**config.mk**
```make
export PLATFORM = sky130hd
export DESIGN_NAME = mc_branch_sequencer_flat
export DESIGN_NICKNAME = d
export VERILOG_FILES = /design/src/rtl/mc_pkg.sv /design/src/rtl/mc_branch_sequencer_if.sv /design/src/rtl/mc_branch_pick.sv /design/src/rtl/mc_branch_sequencer.sv /design/src/flat_wrapper.sv
export SDC_FILE = /design/constraint.sdc
export NUM_CORES = 1
export LEC_CHECK = 0
export BUFFER_PORTS_ARGS = -buffer_cell sky130_fd_sc_hd__buf_2
export CAP_MARGIN = 20
export CORE_UTILIZATION = 46
export CTS_BUF_LIST = sky130_fd_sc_hd__clkbuf_16
export DETAILED_ROUTE_END_ITERATION = 8
export MAX_ROUTING_LAYER = met4
export PLACE_DENSITY_LB_ADDON = 0.25
export SYNTH_ARGS = -nofsm -noshare
export SYNTH_HDL_FRONTEND = slang
export SYNTH_HIERARCHICAL = 1
export SYNTH_SLANG_ARGS = --single-unit
export TNS_END_PERCENT = 50
```
**constraint.sdc**
```tcl
create_clock -name mc_clk -period 5.21 [get_ports mc_clk]
set_input_delay 0.521 -clock mc_clk [delete_from_list [all_inputs] [get_ports mc_clk]]
set_output_delay 0.521 -clock mc_clk [all_outputs]
set_load 0.05 [all_outputs]
```
**src/rtl/mc_pkg.sv**
```systemverilog
// Shared constants, state encoding and helpers for the multicast branch sequencer.
package mc_pkg;

  localparam int unsigned DIRW       = 5;
  localparam int unsigned DIR_L      = 0;
  localparam int unsigned DIR_N      = 1;
  localparam int unsigned DIR_E      = 2;
  localparam int unsigned DIR_S      = 3;
  localparam int unsigned DIR_W      = 4;
  localparam int unsigned NUM_BRANCH = 3;
  localparam int unsigned IDXW       = $clog2(NUM_BRANCH);

  typedef enum logic [0:0] {
    IDLE  = 1'b0,
    ISSUE = 1'b1
  } state_e;

  // True when more than one direction bit is set.
  function automatic logic multi_hot(input logic [DIRW-1:0] d);
    return (d & (d - DIRW'(1))) != '0;
  endfunction

endpackage

```
**src/rtl/mc_branch_sequencer_if.sv**
```systemverilog
// Switch-allocator request handshake between the branch sequencer and the allocator.
interface mc_branch_sequencer_if #(
  parameter int unsigned DATASIZE = 30
) ();

  logic                     req_valid;
  logic [DATASIZE-1:0]      req_data;
  logic [mc_pkg::DIRW-1:0]  req_dir;
  logic                     req_grant;

  modport master (
    output req_valid,
    output req_data,
    output req_dir,
    input  req_grant
  );

  modport slave (
    input  req_valid,
    input  req_data,
    input  req_dir,
    output req_grant
  );

endinterface

```
**src/rtl/mc_branch_pick.sv**
```systemverilog
// Combinational lowest-index pending selector over the branch slots.
module mc_branch_pick
  import mc_pkg::*;
(
  input  logic [NUM_BRANCH-1:0] pend,
  output logic [IDXW-1:0]       idx,
  output logic                  any
);

  always_comb begin
    idx = '0;
    any = 1'b0;
    for (int i = NUM_BRANCH - 1; i >= 0; i--) begin
      if (pend[i]) begin
        idx = IDXW'(i);
        any = 1'b1;
      end
    end
  end

endmodule

```
**src/rtl/mc_branch_sequencer.sv**
```systemverilog
// Captures one multicast branch set from RC and issues its branches one at a time to the
// switch allocator. Define MC_BRANCH_MERGE_EN to fold same-data branches into one request.
module mc_branch_sequencer
  import mc_pkg::*;
#(
  parameter int unsigned DATASIZE = 30
) (
  input  logic                mc_clk,
  input  logic                rst,
  input  logic [DATASIZE-1:0] data_in1,
  input  logic [DATASIZE-1:0] data_in2,
  input  logic [DATASIZE-1:0] data_in3,
  input  logic [DIRW-1:0]     direction_in1,
  input  logic [DIRW-1:0]     direction_in2,
  input  logic [DIRW-1:0]     direction_in3,
  output logic                rc_ready,
  output logic                err_dir,
  mc_branch_sequencer_if.master req
);

  state_e                state_q;
  logic [DATASIZE-1:0]   data_q [NUM_BRANCH];
  logic [DIRW-1:0]       dir_q  [NUM_BRANCH];
  logic [NUM_BRANCH-1:0] pend_q;

  logic [DATASIZE-1:0]   in_data [NUM_BRANCH];
  logic [DIRW-1:0]       in_dir  [NUM_BRANCH];
  logic [NUM_BRANCH-1:0] in_pend;
  logic                  in_multi;

  logic [DIRW-1:0]       cap_dir [NUM_BRANCH];
  logic [NUM_BRANCH-1:0] cap_pend;
  logic [IDXW-1:0]       cap_idx;
  logic                  cap_any;

  logic [IDXW-1:0]       cur_idx;
  logic                  cur_any;
  logic [NUM_BRANCH-1:0] cur_clr;
  logic [NUM_BRANCH-1:0] nxt_pend;
  logic [IDXW-1:0]       nxt_idx;
  logic                  nxt_any;

  assign in_data[0] = data_in1;
  assign in_data[1] = data_in2;
  assign in_data[2] = data_in3;
  assign in_dir[0]  = direction_in1;
  assign in_dir[1]  = direction_in2;
  assign in_dir[2]  = direction_in3;

  always_comb begin
    in_multi = 1'b0;
    for (int i = 0; i < NUM_BRANCH; i++) begin
      in_pend[i] = |in_dir[i];
      in_multi   = in_multi | multi_hot(in_dir[i]);
    end
  end

`ifdef MC_BRANCH_MERGE_EN
  logic [NUM_BRANCH-1:0][IDXW-1:0] merge_into;
  logic [NUM_BRANCH-1:0]           merge_hit;

  // Each slot folds into the lowest earlier pending slot carrying identical data.
  for (genvar j = 0; j < NUM_BRANCH; j++) begin : g_merge
    logic [NUM_BRANCH-1:0] match;
    always_comb begin
      match = '0;
      for (int i = 0; i < j; i++) begin
        match[i] = in_pend[i] && in_pend[j] && (in_data[i] == in_data[j]);
      end
    end
    mc_branch_pick u_merge_pick (
      .pend (match),
      .idx  (merge_into[j]),
      .any  (merge_hit[j])
    );
  end

  always_comb begin
    cap_dir  = in_dir;
    cap_pend = in_pend;
    for (int j = 0; j < NUM_BRANCH; j++) begin
      if (merge_hit[j]) begin
        cap_dir[merge_into[j]] = cap_dir[merge_into[j]] | in_dir[j];
        cap_pend[j]            = 1'b0;
      end
    end
  end
`else
  always_comb begin
    cap_dir  = in_dir;
    cap_pend = in_pend;
  end
`endif

  mc_branch_pick u_cap_pick (
    .pend (cap_pend),
    .idx  (cap_idx),
    .any  (cap_any)
  );

  mc_branch_pick u_cur_pick (
    .pend (pend_q),
    .idx  (cur_idx),
    .any  (cur_any)
  );

  always_comb begin
    cur_clr          = '0;
    cur_clr[cur_idx] = 1'b1;
  end

  assign nxt_pend = pend_q & ~cur_clr;

  mc_branch_pick u_nxt_pick (
    .pend (nxt_pend),
    .idx  (nxt_idx),
    .any  (nxt_any)
  );

  always_ff @(posedge mc_clk or posedge rst) begin
    if (rst) begin
      state_q       <= IDLE;
      data_q        <= '{default: '0};
      dir_q         <= '{default: '0};
      pend_q        <= '0;
      rc_ready      <= 1'b1;
      err_dir       <= 1'b0;
      req.req_valid <= 1'b0;
      req.req_data  <= '0;
      req.req_dir   <= '0;
    end else begin
      unique case (state_q)
        IDLE: begin
          // rc_ready low here is the bubble cycle after the last grant.
          if (!rc_ready) begin
            rc_ready <= 1'b1;
          end else if (cap_any) begin
            data_q        <= in_data;
            dir_q         <= cap_dir;
            pend_q        <= cap_pend;
            err_dir       <= err_dir | in_multi;
            rc_ready      <= 1'b0;
            req.req_valid <= 1'b1;
            req.req_data  <= in_data[cap_idx];
            req.req_dir   <= cap_dir[cap_idx];
            state_q       <= ISSUE;
          end
        end
        ISSUE: begin
          if (req.req_valid && req.req_grant && cur_any) begin
            pend_q <= nxt_pend;
            if (nxt_any) begin
              req.req_data <= data_q[nxt_idx];
              req.req_dir  <= dir_q[nxt_idx];
            end else begin
              req.req_valid <= 1'b0;
              state_q       <= IDLE;
            end
          end
        end
        default: state_q <= IDLE;
      endcase
    end
  end

endmodule

```
**src/flat_wrapper.sv**
```systemverilog
// flat-port wrapper written by rule: the top's interface ports become plain ports
module mc_branch_sequencer_flat import mc_pkg::*;
#(
  parameter int unsigned DATASIZE = 30
)
  (mc_clk, rst, data_in1, data_in2, data_in3, direction_in1, direction_in2, direction_in3, rc_ready, err_dir, req_req_valid, req_req_data, req_req_dir, req_req_grant);
  mc_branch_sequencer_if #(.DATASIZE(DATASIZE)) req_i ();
  input  logic mc_clk;
  input  logic rst;
  input  logic [DATASIZE-1:0] data_in1;
  input  logic [DATASIZE-1:0] data_in2;
  input  logic [DATASIZE-1:0] data_in3;
  input  logic [DIRW-1:0] direction_in1;
  input  logic [DIRW-1:0] direction_in2;
  input  logic [DIRW-1:0] direction_in3;
  output logic rc_ready;
  output logic err_dir;
  output wire logic [$bits(req_i.req_valid)-1:0] req_req_valid;
  output wire logic [$bits(req_i.req_data)-1:0] req_req_data;
  output wire logic [$bits(req_i.req_dir)-1:0] req_req_dir;
  input wire logic [$bits(req_i.req_grant)-1:0] req_req_grant;
  assign req_req_valid = req_i.req_valid;
  assign req_req_data = req_i.req_data;
  assign req_req_dir = req_i.req_dir;
  assign req_i.req_grant = req_req_grant;
  mc_branch_sequencer #(.DATASIZE(DATASIZE)) u_core (.mc_clk(mc_clk), .rst(rst), .data_in1(data_in1), .data_in2(data_in2), .data_in3(data_in3), .direction_in1(direction_in1), .direction_in2(direction_in2), .direction_in3(direction_in3), .rc_ready(rc_ready), .err_dir(err_dir), .req(req_i));
endmodule
```
==> results_dict.tcl, run 1 <==
set metrics [dict create \
    status "complete, no violations" \
    tightest_slew_ns 1.02 \
    diodes 0 \
    path_buf_inv 1 \
    clk-insertion-delay-late_ns 0.42 \
    setup_viol 0 \
    synth-edff-count 0 \
    fin_skew_ns 0.00966 \
    top_layer "met4" \
    drt-met1-wl_um 9340 \
    p_leak_nw 4.23 \
    critPathLaunchType "flop" \
    syn_area_um2 7790 \
    critPathRequiredTime_ns 5.52 \
    layout_min_cycle_time_ns 3.13 \
    cp_max_fo 22 \
    cap_violations 0 \
    vdd_drop_max_v 0.000497 \
    ant_nets 0 \
    numCtsBuffers 17 \
    remaining_drc_errors 0 \
    max_clock_freq_mhz 319 \
    port-buffer-count 145 \
    cellPowerDensity_nw_per_um2 696 \
    crit_path_max_incr_delay_ns 0.85 \
    period_share 0.602 \
    cts_tree "built" \
    drtIter0Drc 398 \
    yosysUniqueCellTypes 48 \
    drive_gt1_frac 0.237 \
    critPathCaptureType "flop" \
    gp_congestion 0.791 \
    clockRootBuffer "clkbuf_16" \
    avgSynthCellArea_um2 9.68 \
    hold_class "input port to flop" \
    grt_pass1_wl_um 34500 \
    ys_ff_latch 147 \
    area_growth_pct 17.0 \
    synth-async-reset-ratio 1.00 \
    final.setup.worst_slack_ns 2.08 \
    yosysWarningCount 6 \
    grt_pass1_vias 6535 \
    rows 47 \
    die-area_um2 17500 \
    core_um2 16600 \
    dr.pass1.iters 6 \
    postCtsSetupBuffers 0 \
    dp_hpwl_um 12400 \
    synthFlopType "dfrtp_1" \
    post_cts_resized 0 \
    rsz0062_at_grt "no" \
    syn-instance-count 805 \
    hold_buffers 0 \
    finalNetCount 1018 \
    met2_length_um 10100 \
    initial_core_util 0.470 \
    clk_pin_slew_ns 0.06 \
    num-fill-cells 1570 \
    synth_seq_area_share 0.472 \
    track_usage 0.260 \
    cts_buffer_depth 2 \
    synth_nets 913 \
    post-place-ws_ns 1.71 \
    antenna_found_initial 0 \
    routed_via_density 5.65 \
    wl_per_cell_um 18.3 \
    cp_cell_sequence "nor3b_1 > nand2b_1 > and2_1 > nor2b_4 > buf_4 > mux2i_1 > o221a_1 > o31ai_1" \
    drt-total-wl_um 20900 \
    slew_headroom 0.320 \
    path_class "flop to flop" \
    fp.dieW_um 132 \
    grt_max_degree 111 \
    crit_family "simple AND/OR/NAND/NOR gates" \
    finalHoldViolCount 0 \
    htreeDepth 4 \
    clock_sinks 147 \
    rrSetupSlack_ns 2.08 \
    arrival_ns 3.45 \
    num_vias 6461 \
    cp_slowest_cell "nor2b_4" \
    maxSlewViolCount 0 \
    die_height_um 132 \
    met3_length_um 1060 \
    grt-ovfl-total 0 \
    ioPinCount 146 \
    finalSetupTns_ns 0 \
]
-- final cells by class --
| class | count | area [µm²] | area share |
|---|---|---|---|
| clock buffer | 17 | 425 | 0.0467 |
| clock inverter | 15 | 116 | 0.0128 |
| inverter | 40 | 155 | 0.0170 |
| multi-input combinational | 548 | 3620 | 0.398 |
| sequential | 147 | 3680 | 0.404 |
| tap | 220 | 275 | 0.0302 |
| timing repair buffer | 156 | 841 | 0.0922 |
-- cells in the mapped netlist, types with 5 or more instances --
cell type | n | area (µm²)
o211ai_1 | 36 | 270
nor2b_1 | 5 | 31.3
dfrtp_1 | 146 | 3650
inv_1 | 38 | 143
o31ai_1 | 23 | 173
a221oi_2 | 8 | 120
o31ai_2 | 15 | 188
a221oi_1 | 28 | 245
nand2_1 | 249 | 935
buf_2 | 21 | 105
mux2i_1 | 35 | 350
mux2_1 | 35 | 394
clkbuf_1 | 29 | 109
o21ai_0 | 36 | 180
buf_6 | 7 | 78.8
buf_4 | 9 | 67.6
o221a_1 | 35 | 394
-- routing by layer --
layer / GRT usage / vias up
met4: 0.100 / 0
met1: 0.335 / 3144
met2: 0.409 / 219
li1: - / 3066
met5: - / -
met3: 0.0438 / 32
-- registers in the layout (all words and copies together) (netlist names) --
signal	count
u_core/state_q	1
u_core/req.req_data	30
u_core/dir_q	15
u_core/req.req_dir	5
u_core/pend_q	3
u_core/data_q	90
u_core/req.req_valid	1
u_core/rc_ready	1
u_core/err_dir	1
-- where the power goes --
group | switching [mW] | internal [mW] | total (mW)
Combinational | 2.14 | 1.09 | 3.22
Sequential | 0.272 | 1.72 | 1.99
Clock | 0.480 | 0.649 | 1.13
Total | 2.89 | 3.46 | 6.34
-- cells by family (layout without fill, tap and decap cells) --
| family | count (synthesis) | after routing | synth area share |
|---|---|---|---|
| AO/OA/AOI/OAI | 195 | 195 | 0.215 |
| adder cells (fa/ha/maj) | 1 | 1 | 0.00128 |
| buffers and inverters | 110 | 228 | 0.0674 |
| flip-flops | 147 | 147 | 0.472 |
| multiplexers | 70 | 70 | 0.0955 |
| AND/OR/NAND/NOR | 282 | 282 | 0.149 |
-- metrics by stage --
stage,instances,hold WS [ns],total power [mW],utilization,cell area [µm²]
2_1_floorplan,805,0.445,4.53,-,7790
3_3_place_gp,1110,0.457,5.16,0.516,8550
3_5_place_dp,1110,0.461,5.23,0.516,8550
4_1_cts,1142,0.289,6.38,0.548,9090
5_1_grt,1143,0.304,6.78,0.550,9120
6_report,1143,0.307,6.34,0.550,9120
-- placed cells by master, fill, tap and decap left out, drive strengths merged, types with 4 or more instances in the layout --
cell type  instances
a211oi             4
inv               41
clkinv             9
buf              156
o21ai             36
a221oi            36
nor3b              4
clkbuf            17
nand2            249
dfrtp            146
nor2b              5
o31ai             38
mux2i             35
clkinvlp           4
mux2              35
o211ai            36
o221a             35
-- worst min-delay path, delay by kind of cell --
kind	cells	cell delay, ns
simple gates	2	0.09
buf+inv	1	0.08
-- worst paths after layout --
check / end / start / depth (start not counted)
max: u_core/req.req_data[13] / u_core/pend_q[1] / 8
min: u_core/data_q[72] / data_in1[12] / 3
max reg2reg: u_core/req.req_data[13] / u_core/pend_q[1] / 8
min reg2reg: u_core/data_q[82] / u_core/data_q[82] / 2
max in group asynchronous: u_core/state_q / rst / 3
min in group asynchronous: u_core/data_q[19] / rst / 2
Note: power is estimated with default switching activity, not from simulation.
==> run 2, diff against run 1 <==
--- a/config.mk
+++ b/config.mk
@@ -5,6 +5,7 @@
 export SDC_FILE = /design/constraint.sdc
 export NUM_CORES = 1
 export LEC_CHECK = 0
+export ABC_AREA = 1
 export BUFFER_PORTS_ARGS = -buffer_cell sky130_fd_sc_hd__buf_2
 export CAP_MARGIN = 20
 export CORE_UTILIZATION = 46
==> constraint.sdc (replaced) <==
create_clock -name mc_clk -period 2.95 [get_ports mc_clk]
set_input_delay 0.295 -clock mc_clk [delete_from_list [all_inputs] [get_ports mc_clk]]
set_output_delay 0.295 -clock mc_clk [all_outputs]
set_load 0.05 [all_outputs]
==> run 2 against run 1 <==
Compared with the run above: hold slack got worse by 0.24 ns; setup slack got worse by 1.5 ns; utilization increased by 1.7 points; final cell count increased by 23%; sequential share of layout area about the same; flip-flop and latch count unchanged; clock skew increased by 0.0054 ns; register-to-register slack got worse by 1.5 ns.
==> results_dict.tcl, run 2 <==
set metrics [dict create \
    period_share 0.805 \
    drtIter0Drc 583 \
    min_path_cells 3 \
    htreeDepth 4 \
    dp_cells 1368 \
    clockRootBuffer "clkbuf_16" \
    dr.pass1.iters 5 \
    crit_top_cell "inv_2" \
    finalHoldViolCount 0 \
    synth_seq_area_share 0.479 \
    synth_commonest_cells "456 x nand2_1, 146 x dfrtp_1, 98 x nand3_1, 93 x nor2_1, 46 x inv_1" \
    fp.dieW_um 131 \
    ioPinCount 146 \
    fin_skew_ns 0.0150 \
    reg_top3 "u_core/data_q x90, u_core/req.req_data x30, u_core/dir_q x15" \
    synth_nets 1160 \
    core_um2 16100 \
    initial_core_util 0.477 \
    fin_area_um2 9130 \
    placed_area_um2 8520 \
    die_height_um 131 \
    die-area_um2 17200 \
    critPathRequiredTime_ns 3.25 \
    largest_reg_flops 90 \
    netlist.area_leader.share 0.475 \
    p_leak_nw 4.69 \
    num_vias 7326 \
    arrival_ns 2.68 \
    min_from "data_in3[5]" \
    slew_headroom 0.412 \
    rrSetupSlack_ns 0.58 \
    grt_pass1_wl_um 36000 \
    layout_min_cycle_time_ns 2.37 \
    met3_length_um 1650 \
    drt-total-wl_um 22100 \
    critPathLaunchType "flop" \
    hold_class "input port to flop" \
    path_class "flop to flop" \
    setup_viol 0 \
    ys_top_cells_by_area "dfrtp_1 48%, nand2_1 22%, nand3_1 6.4%" \
    ant_nets 0 \
    synth-edff-count 0 \
    tightest_slew_ns 0.882 \
    cp_cell_sequence "inv_2 > nand2_2 > nor2_2 > o21ai_0 > inv_1 > inv_2 > nor2_4 > inv_2 > o21ai_0 > nand3_1 > nand3_1 > nand2_1" \
    synthFlopType "dfrtp_1" \
    remaining_drc_errors 0 \
    avgSynthCellArea_um2 7.31 \
    crit_path_max_incr_delay_ns 0.43 \
    hold_end "u_core/data_q[5]" \
    met2_length_um 10500 \
    syn_area_um2 7690 \
    routed_via_density 5.22 \
    cts_buffer_depth 2 \
    hold_buffers 1 \
    cp_max_fo 35 \
    synth.most_common_cell "nand2_1" \
    ys_ff_latch 147 \
    grt-ovfl-total 0 \
    layout_common_cells "456 x nand2_1, 145 x buf_2, 145 x dfrtp_1, 98 x nand3_1, 91 x nor2_1" \
    postCtsSetupBuffers 0 \
    yosysUniqueCellTypes 28 \
    antenna_found_initial 2 \
    numCtsBuffers 17 \
    gp_congestion 0.803 \
    rsz0062_at_grt "no" \
    critPathCaptureType "flop" \
    num-fill-cells 1553 \
    area_growth_pct 18.7 \
    clk-insertion-delay-late_ns 0.43 \
    finalSetupTns_ns 0 \
    final_cells 1403 \
    clock_sinks 147 \
    drt-met1-wl_um 9560 \
    r2r_cells 12 \
    post_cts_resized 0 \
    finalNetCount 1280 \
    maxSlewViolCount 0 \
    reg2reg_to "u_core/req.req_data[28]" \
    cts_tree "built" \
    crit_start "u_core/pend_q[1]" \
    final_common_cell "nand2_1" \
    status "complete, no violations" \
    port-buffer-count 145 \
    grt_max_degree 88 \
    rows 46 \
    synth-async-reset-ratio 1.00 \
    clk_pin_slew_ns 0.06 \
    reg2reg_from "u_core/pend_q[1]" \
    cap_violations 0 \
    cp_slowest_cell "dfrtp_1" \
    yosysWarningCount 6 \
    utilization 0.566 \
    syn-instance-count 1052 \
    drive_gt1_frac 0.197 \
    grt_pass1_vias 7065 \
    top_layer "met4" \
    dp_hpwl_um 13900 \
    track_usage 0.273 \
    wl_per_cell_um 15.7 \
    yosysTopAreaCell "dfrtp_1" \
    max_clock_freq_mhz 421 \
    multiInputGateArea_um2 3460 \
    max_flop_register "u_core/data_q" \
    vdd_drop_max_v 0.000529 \
    cellPowerDensity_nw_per_um2 1300 \
    seq_area_um2 3680 \
]
-- run 2: how the worst max path moves through the flow --
stage | end | slack (ns) | cells after the start
after floorplan | u_core/data_q[0] | 0.81 | 1
after global placement | u_core/req.req_data[28] | 0.66 | 12
after detailed placement | u_core/req.req_data[28] | 0.64 | 12
after CTS | u_core/req.req_data[28] | 0.62 | 12
after global routing | u_core/req.req_data[27] | 0.38 | 11
final | u_core/req.req_data[28] | 0.58 | 12
-- run 2: critical path: cells and delay by family, from the launching register on --
family | cells | cell delay, ns
buffers and inverters | 4 | 0.62
AO/OA/AOI/OAI | 2 | 0.44
flip-flops | 1 | 0.43
AND/OR/NAND/NOR | 6 | 0.76
-- run 2: area by class of cell --
type | count | area share
Tap cell | 216 | 0.0296
Multi-Input combinational cell | 785 | 0.379
Clock buffer | 17 | 0.0466
Sequential cell | 147 | 0.403
Timing Repair Buffer | 166 | 0.0984
Clock inverter | 15 | 0.0185
Inverter | 55 | 0.0239
Antenna cell | 2 | 0.000548
-- run 2: logic make-up after synthesis --
logic type             Yosys count  synth area share
flip-flops                     147             0.479
AND/OR/NAND/NOR                670             0.361
buffers and inverters          120            0.0739
AO/OA/AOI/OAI                  115            0.0867
-- run 2: power by group --
| part | switching [mW] | total (mW) | leakage, nW | internal [mW] |
|---|---|---|---|---|
| Sequential | 0.598 | 3.67 | 1.78 | 3.07 |
| Combinational | 4.21 | 6.04 | 2.63 | 1.82 |
| Clock | 0.862 | 2.18 | 0.282 | 1.32 |
-- run 2: per-stage QoR --
stage,hold WS [ns],setup slack [ns],power [mW]
after floorplan,0.405,0.809,8.24
after global placement,0.441,0.662,9.56
after detailed placement,0.448,0.638,9.69
after CTS,0.0568,0.617,11.9
after global routing,0.0815,0.383,12.8
final,0.0693,0.576,11.9
-- run 2: metal layers --
| metal | vias up | global-route usage |
|---|---|---|
| li1 | 3586 | - |
| met1 | 3409 | 0.349 |
| met2 | 306 | 0.429 |
| met3 | 25 | 0.0579 |
| met4 | 0 | 0.0930 |
| met5 | - | - |
==> run 3, diff against run 2 <==
==> constraint.sdc (replaced) <==
create_clock -name mc_clk -period 1.9 [get_ports mc_clk]
set_input_delay 0.19 -clock mc_clk [delete_from_list [all_inputs] [get_ports mc_clk]]
set_output_delay 0.19 -clock mc_clk [all_outputs]
set_load 0.05 [all_outputs]
==> run 3 against run 2 <==
Compared with the run above: the run now ends with negative setup slack left; setup slack got worse by 0.70 ns; critical path depth increased by 3; final area increased by 14%; via count increased by 7.0%; sequential share of layout area decreased by 4.8 points; clock power increased by 50%; fmax increased by 17%; die area unchanged; largest cell class unchanged; largest power group unchanged; flip-flop and latch count unchanged.
==> results_dict.tcl, run 3 (same netlist as run 2, synthesis figures left out) <==
set metrics [dict create \
    whs_ns 0.0176 \
    critPathLaunchType "flop" \
    layout_common_cells "441 x nand2_1, 145 x buf_2, 145 x dfrtp_1, 90 x nor2_1, 86 x nand3_1" \
    tightest_slew_ns 1.10 \
    crit_top_cell "nor2_4" \
    hold_end "u_core/data_q[60]" \
    cp_cell_sequence "inv_2 > nand2_2 > nor2_4 > o21ai_1 > inv_1 > inv_2 > nor2_4 > buf_12 > nor2_4 > buf_6 > clkbuf_16 > nand2_2 > nand3_2 > nand3_1 > nand2_1" \
    min_path_cells 3 \
    gp_congestion 0.811 \
    die-area_um2 17200 \
    reg2reg_from "u_core/pend_q[1]" \
    remaining_drc_errors 0 \
    path_class "flop to flop" \
    drive_gt1_frac 0.242 \
    track_usage 0.288 \
    grt_pass1_vias 7496 \
    period_share 1.07 \
    port-buffer-count 145 \
    final_common_cell "nand2_1" \
    ant_nets 0 \
    arrival_ns 2.34 \
    clockRootBuffer "clkbuf_16" \
    final.setup.worst_slack_ns -0.125 \
    rrSetupSlack_ns -0.13 \
    p_comb_frac 0.563 \
    grt-ovfl-total 0 \
    dp_hpwl_um 14100 \
    clk_pin_slew_ns 0.06 \
    layout_min_cycle_time_ns 2.03 \
    vdd_drop_max_v 0.00102 \
    drt-total-wl_um 24100 \
    p_leak_nw 5.29 \
    slew_headroom 0.266 \
    routed_via_density 5.22 \
    min_from "data_in1[0]" \
    core_um2 16100 \
    ioPinCount 146 \
    critPathCaptureType "flop" \
    power.internal_mw 10.9 \
    violations "negative setup slack" \
    cp_slowest_cell "dfrtp_1" \
    hold_class "input port to flop" \
    rsz0062_at_grt "yes" \
    diodes 0 \
    dr.pass1.iters 5 \
    cts_buffer_depth 2 \
    max_flop_register "u_core/data_q" \
    wl_per_cell_um 16.1 \
    num_vias 7836 \
    htreeDepth 4 \
    clk-insertion-delay-late_ns 0.42 \
    reg2reg_to "u_core/req.req_data[17]" \
    maxSlewViolCount 0 \
    crit_path_max_incr_delay_ns 0.40 \
    clock_sinks 147 \
    p_switching_mw 9.66 \
    die_height_um 131 \
    switching_share 0.471 \
    finalHoldViolCount 0 \
    cap_violations 0 \
    antenna_found_initial 0 \
    cts_tree "built" \
    drtIter0Drc 810 \
    grt_pass1_wl_um 38200 \
    status "finished, violations left" \
    setup_viol 34 \
    max_clock_freq_mhz 494 \
    critPathRequiredTime_ns 2.21 \
    finalNetCount 1381 \
    cp_max_fo 5 \
    p_seq_frac 0.278 \
    fin_skew_ns 0.00744 \
    fp.dieW_um 131 \
    reg_top3 "u_core/data_q x90, u_core/req.req_data x30, u_core/dir_q x15" \
    cellPowerDensity_nw_per_um2 1980 \
    area_growth_pct 34.9 \
    r2r_cells 15 \
    rows 46 \
    numCtsBuffers 17 \
    initial_core_util 0.477 \
    power.total_mw 20.5 \
    grt_max_degree 117 \
    clockPowerShare 0.159 \
    largest_reg_flops 90 \
]
run 3: cell types whose count changed in the layout (fill, tap and decap cells not counted), sizes merged:
cell and delta:
clkinvlp +1, dlygate4sd3 +55, diode -2, clkbuf +3, buf +43, bufinv -1
run 3: through the flow:
stage / cells / setup WS [ns] / TNS [ns] / util / area [µm²]
floorplan: 1052 / -0.136 / -19.88 / - / 7690
global placement: 1399 / -0.210 / -6.11 / 0.552 / 8890
detailed placement: 1399 / -0.241 / -6.91 / 0.552 / 8890
CTS: 1495 / -0.0222 / -0.265 / 0.629 / 10100
global route: 1502 / -0.218 / -6.11 / 0.644 / 10400
finish: 1502 / -0.125 / -2.60 / 0.644 / 10400
run 3: layer usage:
metal,GRT usage,vias to the layer above,share of wire,routed length [µm]
met3,0.0559,47,0.070,1690
met1,0.364,3659,0.43,10300
li1,-,3786,-,-
met5,-,-,0,0
met2,0.468,344,0.48,11600
met4,0.0866,0,0.023,552
run 3: worst max path at each step:
stage	endpoint	depth (start not counted)	start	slack (ns)
after floorplan	u_core/data_q[0]	1	rst	-0.14
after global placement	u_core/req.req_data[29]	12	direction_in2[0]	-0.21
after detailed placement	u_core/req.req_data[1]	12	direction_in2[0]	-0.24
after CTS	u_core/req.req_data[0]	15	u_core/pend_q[1]	-0.02
after global routing	u_core/req.req_data[10]	16	u_core/pend_q[1]	-0.22
final	u_core/req.req_data[17]	15	u_core/pend_q[1]	-0.13
run 3: final cells by class:
| class | count | area [µm²] |
|---|---|---|
| Clock buffer | 17 | 425 |
| Clock inverter | 15 | 144 |
| Fill cell | 1403 | 5740 |
| Inverter | 55 | 225 |
| Multi-Input combinational cell | 785 | 3600 |
| Sequential cell | 147 | 3680 |
| Tap cell | 216 | 270 |
| Timing Repair Buffer | 267 | 2030 |
run 3: power groups by stage:
stage          Clock, mW  Combinational, mW  Sequential, mW
3_3_place_gp           0               9.91            5.62
4_1_cts             3.31               10.7            5.63
5_1_grt             3.45               12.6            5.89
3_5_place_dp           0               10.1            5.65
2_1_floorplan          0               6.01            6.79
6_report            3.26               11.6            5.71
run 3: worst max-delay path: cells and delay by family (launching register included):
kind | cells | cell delay, ns
buffers and inverters | 6 | 0.71
and+or+nand+nor | 8 | 0.74
DFF | 1 | 0.40
AOI/OAI and AO/OA | 1 | 0.07
run 3: repair_timing:
item                                   in CTS  in global routing
hold buffers                               56                  0
resized for setup                          13                 55
gates cloned                                1                  3
setup buffers                               7                  6
setup endpoints to repair                  35                 35
endpoints found under the hold margin      88                  0
pin swaps                                   1                 18
